[config.mk]
export PLATFORM = sky130hd
export DESIGN_NAME = cursor_ctrl
export DESIGN_NICKNAME = d
export VERILOG_FILES = /design/src/rtl/cursor_ctrl.sv
export SDC_FILE = /design/constraint.sdc
export NUM_CORES = 1
export LEC_CHECK = 0
export ABC_AREA = 1
export CORE_MARGIN = 10
export CORE_UTILIZATION = 37
export CTS_BUF_LIST = sky130_fd_sc_hd__clkbuf_4
export DETAILED_ROUTE_END_ITERATION = 10
export PLACE_DENSITY = 0.63
export SLEW_MARGIN = 20
export SYNTH_ARGS = -nofsm -noshare
export SYNTH_HDL_FRONTEND = slang
export SYNTH_SLANG_ARGS = --single-unit
[constraint.sdc]
create_clock -name clk_in -period 2.46 [get_ports clk_in]
set_clock_uncertainty 0.2 [all_clocks]
set_input_delay 0.492 -clock clk_in [delete_from_list [all_inputs] [get_ports clk_in]]
set_output_delay 0.492 -clock clk_in [all_outputs]
set_load 0.01 [all_outputs]
[src/rtl/cursor_ctrl.sv]
// Grid cursor controller: button press/hold auto-repeat moves a working position,
// which is committed to the outputs once per frame on the vsync falling edge.
//
// state  | meaning
// IDLE   | no direction held, or a held direction has already been released
// HOLD   | first step taken, counting down the initial hold delay
// REPEAT | hold delay expired, stepping once per repeat period
module cursor_ctrl #(
  parameter int LOG_HOLD_COUNT   = 23,
  parameter int LOG_REPEAT_COUNT = 20,
  parameter int GRID_W           = 80,
  parameter int GRID_H           = 60,
  parameter int POS_W            = 10
) (
  input  logic             clk_in,
  input  logic             rst_in,
  input  logic             btnu_in,
  input  logic             btnd_in,
  input  logic             btnl_in,
  input  logic             btnr_in,
  input  logic             btnc_in,
  input  logic             vsync_in,
  output logic [POS_W-1:0] cursor_x_out,
  output logic [POS_W-1:0] cursor_y_out,
  output logic             click_out,
  output logic             moved_out
);

  localparam int CNT_W = (LOG_HOLD_COUNT > LOG_REPEAT_COUNT) ? LOG_HOLD_COUNT : LOG_REPEAT_COUNT;
  localparam logic [CNT_W-1:0] HOLD_LOAD   = CNT_W'((64'd1 << LOG_HOLD_COUNT) - 64'd1);
  localparam logic [CNT_W-1:0] REPEAT_LOAD = CNT_W'((64'd1 << LOG_REPEAT_COUNT) - 64'd1);
  localparam logic [POS_W-1:0] X_MAX  = POS_W'(GRID_W - 1);
  localparam logic [POS_W-1:0] Y_MAX  = POS_W'(GRID_H - 1);
  localparam logic [POS_W-1:0] X_INIT = POS_W'(GRID_W / 2);
  localparam logic [POS_W-1:0] Y_INIT = POS_W'(GRID_H / 2);

  typedef enum logic [1:0] {
    IDLE,
    HOLD,
    REPEAT
  } state_t;

  state_t           state;
  logic [CNT_W-1:0] cnt;
  logic [3:0]       dir;
  logic [3:0]       dir_prev;
  logic             dir_changed;
  logic [POS_W-1:0] work_x;
  logic [POS_W-1:0] work_y;
  logic [POS_W-1:0] step_x;
  logic [POS_W-1:0] step_y;
  logic             btnc_prev;
  logic             vs_prev;
  logic             vs_fall;
  logic             click_rise;

  // Opposing buttons cancel; otherwise move one cell with wrap at both ends.
  function automatic logic [POS_W-1:0] wrap_step(
    input logic [POS_W-1:0] pos,
    input logic             inc,
    input logic             dec,
    input logic [POS_W-1:0] max_pos
  );
    logic [POS_W-1:0] res;
    res = pos;
    if (inc && !dec) begin
      res = (pos == max_pos) ? '0 : pos + POS_W'(1);
    end else if (dec && !inc) begin
      res = (pos == '0) ? max_pos : pos - POS_W'(1);
    end
    return res;
  endfunction

  assign dir         = {btnu_in, btnd_in, btnl_in, btnr_in};
  assign dir_changed = (dir != dir_prev);
  assign vs_fall     = vs_prev && !vsync_in;
  assign click_rise  = btnc_in && !btnc_prev;

  always_comb begin
    step_x = wrap_step(work_x, btnr_in, btnl_in, X_MAX);
    step_y = wrap_step(work_y, btnd_in, btnu_in, Y_MAX);
  end

  always_ff @(posedge clk_in) begin
    if (rst_in) begin
      state        <= IDLE;
      cnt          <= '0;
      dir_prev     <= '0;
      work_x       <= X_INIT;
      work_y       <= Y_INIT;
      cursor_x_out <= X_INIT;
      cursor_y_out <= Y_INIT;
      click_out    <= 1'b0;
      moved_out    <= 1'b0;
      btnc_prev    <= 1'b0;
      vs_prev      <= 1'b1;
    end else begin
      dir_prev  <= dir;
      btnc_prev <= btnc_in;
      vs_prev   <= vsync_in;
      click_out <= click_rise;

      // Commit samples work_x/work_y before any same-cycle step lands.
      if (vs_fall) begin
        cursor_x_out <= work_x;
        cursor_y_out <= work_y;
        moved_out    <= (work_x != cursor_x_out) || (work_y != cursor_y_out);
      end else begin
        moved_out <= 1'b0;
      end

      case (state)
        IDLE: begin
          if (dir_changed && (dir != 4'b0000)) begin
            work_x <= step_x;
            work_y <= step_y;
            cnt    <= HOLD_LOAD;
            state  <= HOLD;
          end
        end
        HOLD, REPEAT: begin
          if (dir_changed) begin
            if (dir == 4'b0000) begin
              state <= IDLE;
            end else begin
              work_x <= step_x;
              work_y <= step_y;
              cnt    <= HOLD_LOAD;
              state  <= HOLD;
            end
          end else if (cnt == '0) begin
            work_x <= step_x;
            work_y <= step_y;
            cnt    <= REPEAT_LOAD;
            state  <= REPEAT;
          end else begin
            cnt <= cnt - CNT_W'(1);
          end
        end
        default: begin
          state <= IDLE;
        end
      endcase
    end
  end

endmodule

==> impl_results.md <==
* Min Clock Period, post-route at 2.16 ns
* Final Hold Vio Count at 0
* Initial core utilization at 0.380
* Leakage at 2.51 nW
* Crit path from: cnt[0]
* R2R Path Start: cnt[0]
* Largest net degree at the start of global routing at 34
* # rows at 41
* H-tree Lvls at 3
* Die width at 134 um
* Final setup viols at 0
* Drt pass-1 iters at 5
* Die height at 134 um
* Gr busiest metal: met2
* Worst-path clk slew at 0.13 ns
* Peak VDD IR at 0.343 mV
* Core region area at 12700 sq um
* Post-DR wirelength/cell at 12.7 um
* Clock tree buffer depth at 2
* Synth warnings at 0
* Cell area after placement at 5400 sq um
* Via count at 4598
* Worst Path Required at 2.68 ns
* Root Buffer: clkbuf_4
* CTS sink cnt at 73
* First-pass GRT wire length at 21000 um
* Max-capacitance violation count at 0
* Hold_buf cts at 0
* Worst Hold Class: reg -> reg
* GP Congestion at 0.909
* Worst Max-Slew Pin Slew at 0.611 ns
* Routed WL at 12300 um
* CTS tree: yes
* Setup WS post-layout at 0.297 ns
* Highest-count cells in the layout ignoring fill and taps: nand2_1, nor2_1, dfxtp_1
* Skew-Pair Late Insertion Delay at 0.46 ns
* Status: completed
* Post-CTS Setup Bufs at 0
* Register bit total from synthesis at 73
* Synth Instances at 749
* DIE AREA at 18000 sq um
* Post-Syn Area at 4810 sq um
* CP Capture Type: register
* Relative slew margins at 0.592
* Crit path DAT at 2.38 ns
* CP Max Fanout at 5
* Final period util at 0.879
* Initial antenna violation count at 1
* Total power at 0.00410 W
* Grt total ovfl at 0
* Final #Nets at 811
* Number of global-route vias before repair at 4392
* Initial DRC Count at 226
* CP Launch Type: register
* IO buf count at 29
* Final non-filler cell area at 5590 sq um
* Fmax at 462 MHz
* Gr usage total at 0.139
* Commonest non-fill, non-tap cell in the layout: nand2_1
* Post-CTS sizing at 0
* Pwr/cell area at 734 nW/um^2
* GR Util met2 at 0.230
* Hold Slack at 0.196 ns
* Synthesized Nets at 770
* Vias/cell at 4.75
* Met1 Usage GRT at 0.176
* Share of cells above drive strength 1 at 0.101
* Distinct cells, synth at 36
* Antenna Nets Post-Route at 0
* RSZ-0062 raised after global routing: no
* Slew Viols, Final at 0
* Seq/Total Area, Yosys at 0.304
* Synth Area per Inst at 6.42 sq um
* GRT met3 Usage at 0.0280
* IO Count at 30
* Hpwl dp at 9460 um
* Worst slack at placement at -0.0349 ns
* Area growth syn-to-layout at 16.1%
* TritonCTS buffer count at 9
* HP Start: btnc_prev
* CP Class: reg -> reg
* Post-route DRC at 0
[cell families (layout without fill, tap and decap cells)]
group / Yosys count / after routing / synth area share
compound gates: 108 / 108 / 0.121
xor+xnor: 46 / 46 / 0.0837
simple gates: 399 / 399 / 0.360
buf+inv: 110 / 156 / 0.0983
flops: 73 / 73 / 0.304
fa+ha+maj: 13 / 13 / 0.0338
other cells: 0 / 1 / 0
[where the power goes]
part           switching [W]  total (W)  leakage [nW]  internal (W)
combinational       0.000896    0.00152          1.81      0.000629
clock               0.000480   0.000993        0.0938      0.000514
sequential          0.000227    0.00159         0.608       0.00136
[area by class of cell]
type	count	area [sq um]
Timing Repair Buffer	59	541
Inverter	81	304
Multi-Input combinational cell	566	2880
Clock inverter	7	119
Antenna cell	1	2.50
Clock buffer	9	67.6
Sequential cell	73	1460
Tap cell	172	215
Fill cell	1350	7080
[metrics by stage]
stage	cells	util	TNS, ns
after CTS	967	0.441	0
after global placement	951	0.426	0
after detailed placement	951	0.426	-0.146
after global routing	968	0.441	0
after floorplan	749	-	0
final	968	0.441	0
[routing by layer]
metal | wire length (um) | vias to the layer above | part of all wire
met4 | 165 | 0 | 0.013
li1 | - | 2478 | -
met1 | 6050 | 2043 | 0.49
met2 | 5740 | 63 | 0.47
met5 | 0 | - | 0
met3 | 385 | 14 | 0.031
[cells in the mapped netlist, drive strengths merged]
| library cell | n | area share |
|---|---|---|
| o2111ai | 1 | 0.0018 |
| buf | 14 | 0.023 |
| xnor2 | 26 | 0.047 |
| nand2 | 194 | 0.16 |
| o22ai | 2 | 0.0026 |
| nor3 | 13 | 0.016 |
| nand4 | 9 | 0.012 |
| nand3b | 7 | 0.011 |
| clkbuf | 15 | 0.012 |
| dfxtp | 73 | 0.30 |
| or2 | 1 | 0.0013 |
| o221ai | 1 | 0.0018 |
| o21bai | 1 | 0.0016 |
| clkinv | 2 | 0.0016 |
| nor2 | 115 | 0.10 |
| nand3 | 59 | 0.061 |
| inv | 79 | 0.062 |
| a21oi | 42 | 0.045 |
| nor4 | 1 | 0.0013 |
| a22oi | 1 | 0.0016 |
| xor2 | 20 | 0.036 |
| o21ai | 53 | 0.055 |
| ha | 13 | 0.034 |
| o211ai | 7 | 0.011 |
[critical path: stages, from the launching register on]
cell and delay (ns):
dfxtp_1 0.33, inv_1 0.18, ha_1 0.31, nand2_1 0.19, nor2_1 0.35, nand3b_1 0.16, nor2_1 0.13, nand4_1 0.10
nand3_1 0.09, nand2_1 0.05, inv_1 0.04
[state kept, by name, summed over array words and instances, names as in the netlist]
register,count
moved_out,1
state,2
work_x,10
btnc_prev,1
cursor_x_out,10
dir_prev,4
work_y,10
cursor_y_out,10
click_out,1
cnt,23
vs_prev,1
[final timing paths]
kind                to  slack, ns  cells past startpoint
max            cnt[18]       0.30                     10
min          click_out       0.20                      1
max reg2reg    cnt[18]       0.30                     10
min reg2reg  click_out       0.20                      1
No activity file was read; power rests on OpenSTA's default activity.
